**src/rtl/pc_gen.sv**
```systemverilog
// Fetch-stage program counter for RV64: sequential advance on an accepted fetch,
// trap/jump redirects with fixed priority, and a one-deep buffer for jumps seen while stalled.
//
// Handshake: a fetch at pc_o is presented while fetch_valid_o=1 and is taken on an edge
// where fetch_valid_o & fetch_ready_i & ~stall_i; pc_o advances only on such an edge.
module pc_gen #(
  parameter int unsigned XLEN      = 64,
  parameter logic [63:0] RESET_VEC = 64'h0000_0000_8000_0000,
  parameter int unsigned STEP      = 4
) (
  input  logic            clk,
  input  logic            rst,
  input  logic            stall_i,
  input  logic            jump_en_i,
  input  logic [XLEN-1:0] jump_addr_i,
  input  logic            trap_en_i,
  input  logic [XLEN-1:0] trap_addr_i,
  input  logic            fetch_ready_i,
  output logic            fetch_valid_o,
  output logic [XLEN-1:0] pc_o,
  output logic            redirect_o,
  output logic            pc_misalign_o,
  output logic [1:0]      state_o
);

  typedef enum logic [1:0] {
    BOOT = 2'd0,
    RUN  = 2'd1,
    HOLD = 2'd2
  } state_e;

  localparam logic [XLEN-1:0] RESET_PC = RESET_VEC[XLEN-1:0];
  localparam logic [XLEN-1:0] STEP_INC = XLEN'(STEP);

  state_e          state_q, state_d;
  logic [XLEN-1:0] pc_q, pc_d;
  logic [XLEN-1:0] pend_q, pend_d;
  logic            fetch_valid_q, fetch_valid_d;
  logic            redirect_q, redirect_d;
  logic            misalign_q, misalign_d;

  logic            accept;
  logic            jump_aligned;
  logic            jump_misaligned;
  logic [XLEN-1:0] trap_pc;

  assign accept          = fetch_valid_q & fetch_ready_i & ~stall_i;
  assign jump_aligned    = jump_en_i & (jump_addr_i[1:0] == 2'b00);
  assign jump_misaligned = jump_en_i & (jump_addr_i[1:0] != 2'b00);
  assign trap_pc         = {trap_addr_i[XLEN-1:2], 2'b00};

  always_comb begin
    state_d       = state_q;
    pc_d          = pc_q;
    pend_d        = pend_q;
    redirect_d    = 1'b0;
    misalign_d    = 1'b0;
    // Fetch becomes valid on the edge that leaves BOOT and stays valid until reset.
    fetch_valid_d = 1'b1;

    if (trap_en_i) begin
      pc_d       = trap_pc;
      redirect_d = 1'b1;
      pend_d     = '0;
      state_d    = RUN;
    end else if (jump_misaligned) begin
      // Rejected target: pending jump survives, only a plain RUN advance may happen.
      misalign_d = 1'b1;
      if (state_q == RUN && accept) pc_d = pc_q + STEP_INC;
      if (state_q == BOOT) state_d = RUN;
    end else if (jump_aligned && (stall_i || state_q == BOOT)) begin
      pend_d  = jump_addr_i;
      state_d = HOLD;
    end else if (jump_aligned) begin
      pc_d       = jump_addr_i;
      redirect_d = 1'b1;
      state_d    = RUN;
    end else begin
      unique case (state_q)
        BOOT: state_d = RUN;
        HOLD: begin
          if (!stall_i) begin
            pc_d       = pend_q;
            redirect_d = 1'b1;
            state_d    = RUN;
          end
        end
        RUN: begin
          if (accept) pc_d = pc_q + STEP_INC;
        end
        default: state_d = RUN;
      endcase
    end
  end

  always_ff @(posedge clk or negedge rst) begin
    if (!rst) begin
      state_q       <= BOOT;
      pc_q          <= RESET_PC;
      pend_q        <= '0;
      fetch_valid_q <= 1'b0;
      redirect_q    <= 1'b0;
      misalign_q    <= 1'b0;
    end else begin
      state_q       <= state_d;
      pc_q          <= pc_d;
      pend_q        <= pend_d;
      fetch_valid_q <= fetch_valid_d;
      redirect_q    <= redirect_d;
      misalign_q    <= misalign_d;
    end
  end

  assign pc_o          = pc_q;
  assign fetch_valid_o = fetch_valid_q;
  assign redirect_o    = redirect_q;
  assign pc_misalign_o = misalign_q;
  assign state_o       = state_q;

endmodule
```
**config.mk**
```make
export PLATFORM = sky130hd
export DESIGN_NAME = pc_gen
export DESIGN_NICKNAME = d
export VERILOG_FILES = /design/src/rtl/pc_gen.sv
export SDC_FILE = /design/constraint.sdc
export NUM_CORES = 1
export LEC_CHECK = 0
export ABC_AREA = 1
export CORE_AREA = 5 5 151 153
export DETAILED_ROUTE_END_ITERATION = 16
export DIE_AREA = 0 0 156 158
export GPL_ROUTABILITY_DRIVEN = 0
export PLACE_DENSITY = 0.76
export SLEW_MARGIN = 10
export SYNTH_ARGS = -nofsm -noshare
export SYNTH_HDL_FRONTEND = slang
export SYNTH_SLANG_ARGS = --single-unit
```
**constraint.sdc**
```tcl
create_clock -name clk -period 2.3 [get_ports clk]
set_input_delay 0.23 -clock clk [delete_from_list [all_inputs] [get_ports clk]]
set_output_delay 0.23 -clock clk [all_outputs]
set_load 0.01 [all_outputs]
```
==> results.toml, run 1 <==
[outcome]
run_status = "complete, no violations"

[finish]
drive_gt1_frac = 0.0864
area_delta_synth_final_pct = 34.3
antennaDiodeCount = 0
stdcell_area_um2 = 12800
finalNetCount = 1858
final_common_cell = "nand2_1"
layout_common_cells = "nand2_1, clkdlybuf4s50_1, nor2_1"
fin_cells = 2016

[drt]
drtIter0Drc = 1511
final_antenna_net_count = 0
drc_errors = 0
vias_per_cell = 5.69
drt_wl_total_um = 37300
dr.pass1.iters = 9
wl_per_cell_um = 18.5
vias = 11500

[yosys]
synth_edf_count = 0
synth.net_count = 1647
synth_top_family_by_area = "simple AND/OR/NAND/NOR gates"
synth_xor_area_frac = 0.0127
ys_seq_area_frac = 0.349
ys_ff_latch = 133
synthArstFlopShare = 1.00
netlist_area_um2 = 9550
yosys_warnings = 0
synthSimpleGateAreaFrac = 0.381
avgSynthCellArea_um2 = 6.31
ys_types = 45
synth_ff_type = "dfrtp_1"
synth_compound_area_frac = 0.164
synth_adder_area_share = 0.00131
synthMuxAreaShare = 0
synthCells = 1512

[min_path]
min_path_cells = 3
min-delay-start = "jump_addr_i[42]"
hp-class = "in -> reg"
hold_end = "pend_q[42]$_DFFE_PN0P_"

[worst_setup_path]
worstPathMaxFanout = 5
worstPathRequired_ns = 2.64
critical_path.top_delay_family = "simple AND/OR/NAND/NOR gates"
worst_path_largest_cell_delay_ns = 0.43
critPathBufInv = 0
startpoint_type = "flip-flop"
setup.worst_path.end_class = "flip-flop"
path_cells = "nand2_1 -> nor2_2 -> nand3_1 -> nor2_1 -> nand2_1 -> xnor2_1 -> or2_2 -> nand3_1 -> nand2_1"
startpoint = "pc_o[11]$_DFFE_PN0P_"
crit_type = "reg -> reg"
cp_slowest_cell = "dfrtp_1"
r2r.worst_path.cells = 9
crit_arrival_ns = 2.55
cpMostUsedCell = "nand2_1"
rr_endpoint = "pc_o[35]$_DFFE_PN0P_"
r2r_slack_ns = 0.09
worstReg2RegStart = "pc_o[11]$_DFFE_PN0P_"

[clocking]
path_clk_slew_ns = 0.07
cts_tree = "yes"
clk_latency_ns = 0.44
cts_max_path_buffers = 2
cts_num_sinks = 133
htree_levels = 4
cts_made_buffers = 17
ctsRootBufferMaster = "clkbuf_16"
cts_setup_buffers = 0

[floorplanning]
pin_count = 203
dieArea_um2 = 24600
core_area_um2 = 21400
die_w_um = 156
die_y_um = 158
rows = 54
start_util = 0.446

[timing]
post-route-period-util = 0.960
period_needed_ns = 2.21
hold_viol = 0
setup_tns_ns = 0
worst_pin_slew_ns = 0.748
slew-limit-headroom = 0.501
rsz0062_at_grt = "no"
fin_skew_ns = 0.0151
fmax_mhz = 453
setup_viol = 0
slew_violations = 0
holdWs_ns = 0.351
worst_slack_ns = 0.0924

[global_route]
grt_pass1_wl_um = 58900
grt_max_degree = 134
grt.total_usage = 0.302
globalRouteOverflowTotal = 0
grt_pass1_vias = 11000
antenna_found_initial = 0

[job]
max_cap_violations = 0

[power]
ir_drop_mv = 0.491
p_per_area_nw_per_um2 = 670
p_leak_nw = 6.03

[placement]
dp_hpwl_um = 26900
dpl-instance-area_um2 = 12200
dpl_worst_slack_ns = 0.142
numPlacedInstances = 1983
io_buffers = 200
==> cell usage after synthesis, types with 4 or more instances <==
| cell type | instances | share of area |
|---|---|---|
| nand2_1 | 481 | 0.19 |
| nor2_1 | 184 | 0.072 |
| nand3_1 | 156 | 0.082 |
| o21ai_0 | 142 | 0.074 |
| inv_1 | 138 | 0.054 |
| dfrtp_1 | 132 | 0.35 |
| clkbuf_1 | 49 | 0.019 |
| a21oi_1 | 27 | 0.014 |
| o211ai_1 | 27 | 0.021 |
| o21ai_1 | 19 | 0.010 |
| nand4_1 | 14 | 0.0092 |
| buf_2 | 13 | 0.0068 |
| nor2_2 | 12 | 0.0079 |
| nand2_2 | 11 | 0.0072 |
| a31oi_1 | 10 | 0.0066 |
| a211oi_1 | 9 | 0.0071 |
| buf_1 | 8 | 0.0031 |
| xor2_1 | 8 | 0.0073 |
| nor2_4 | 7 | 0.0083 |
| o221ai_1 | 6 | 0.0055 |
| o22ai_1 | 6 | 0.0039 |
| clkinv_1 | 5 | 0.0020 |
| a21o_1 | 4 | 0.0031 |
| a32oi_1 | 4 | 0.0037 |
| buf_4 | 4 | 0.0031 |
| inv_2 | 4 | 0.0016 |
| o21bai_1 | 4 | 0.0031 |
| xnor2_1 | 4 | 0.0037 |
==> worst min-delay path: stages <==
cell and delay, ns:
clkdlybuf4s50_1 0.41, nand2_1 0.07, nand2_1 0.04
==> per-stage QoR <==
stage / util / power (mW)
floorplan: - / 4.25
global placement: 0.568 / 5.62
detailed placement: 0.568 / 5.66
CTS: 0.597 / 8.56
global route: 0.598 / 8.99
finish: 0.598 / 8.58
==> layout make-up <==
class / count / area (um2)
Clock buffer: 18 / 429
Clock inverter: 14 / 175
Fill cell: 2027 / 8600
Inverter: 147 / 554
Multi-Input combinational cell: 1157 / 5370
Sequential cell: 133 / 3330
Tap cell: 280 / 350
Timing Repair Buffer: 267 / 2610
==> flip-flops by register name, summed over array words and instances, names as in the netlist <==
register,flops
pend_q,64
redirect_o,1
pc_misalign_o,1
state_o,2
fetch_valid_o,1
pc_o,64
==> what timing repair did <==
action | 4_1_cts | 5_1_grt
endpoints found under the hold margin | 132 | 0
hold buffers | 1 | 0
endpoints found under the setup margin | 0 | 8
gates resized for setup | 0 | 9
==> cells by family after synthesis <==
family	after synthesis
other	1
adder cells (fa/ha/maj)	1
AO/OA/AOI/OAI	270
buffers and inverters	222
XOR/XNOR	13
AND/OR/NAND/NOR	872
flip-flops	133
==> power by group <==
part	switching (mW)	leakage (nW)	internal, mW	total (mW)
Combinational	1.48	4.04	1.23	2.71
Clock	1.17	0.281	1.72	2.89
Sequential	0.394	1.71	2.59	2.99
Total	3.04	6.03	5.54	8.58
==> per-layer routing <==
layer | vias to the layer above | track usage | wire length (um)
li1 | 5339 | - | -
met1 | 5315 | 0.416 | 15000
met2 | 719 | 0.471 | 16900
met3 | 100 | 0.0528 | 3970
met4 | 0 | 0.125 | 1420
met5 | - | 0 | 0
==> how the worst max path moves through the flow <==
stage                                       to  slack [ns]  cells past startpoint
after detailed placement  pc_o[24]$_DFFE_PN0P_        0.14                     11
final                     pc_o[35]$_DFFE_PN0P_        0.09                      9
after floorplan           pc_o[38]$_DFFE_PN0P_        0.38                     13
after global routing      pc_o[59]$_DFFE_PN0P_       0.002                     13
after CTS                 pc_o[56]$_DFFE_PN0P_        0.14                     13
after global placement    pc_o[44]$_DFFE_PN0P_        0.19                     15
Power figures use the tool's default switching activity.
==> run 2, diff against run 1 <==
TNS_END_PERCENT = 10   (was default)
==> results of run 2 <==
Same layout as run 1: the final DEF is identical, and so are final timing and power.
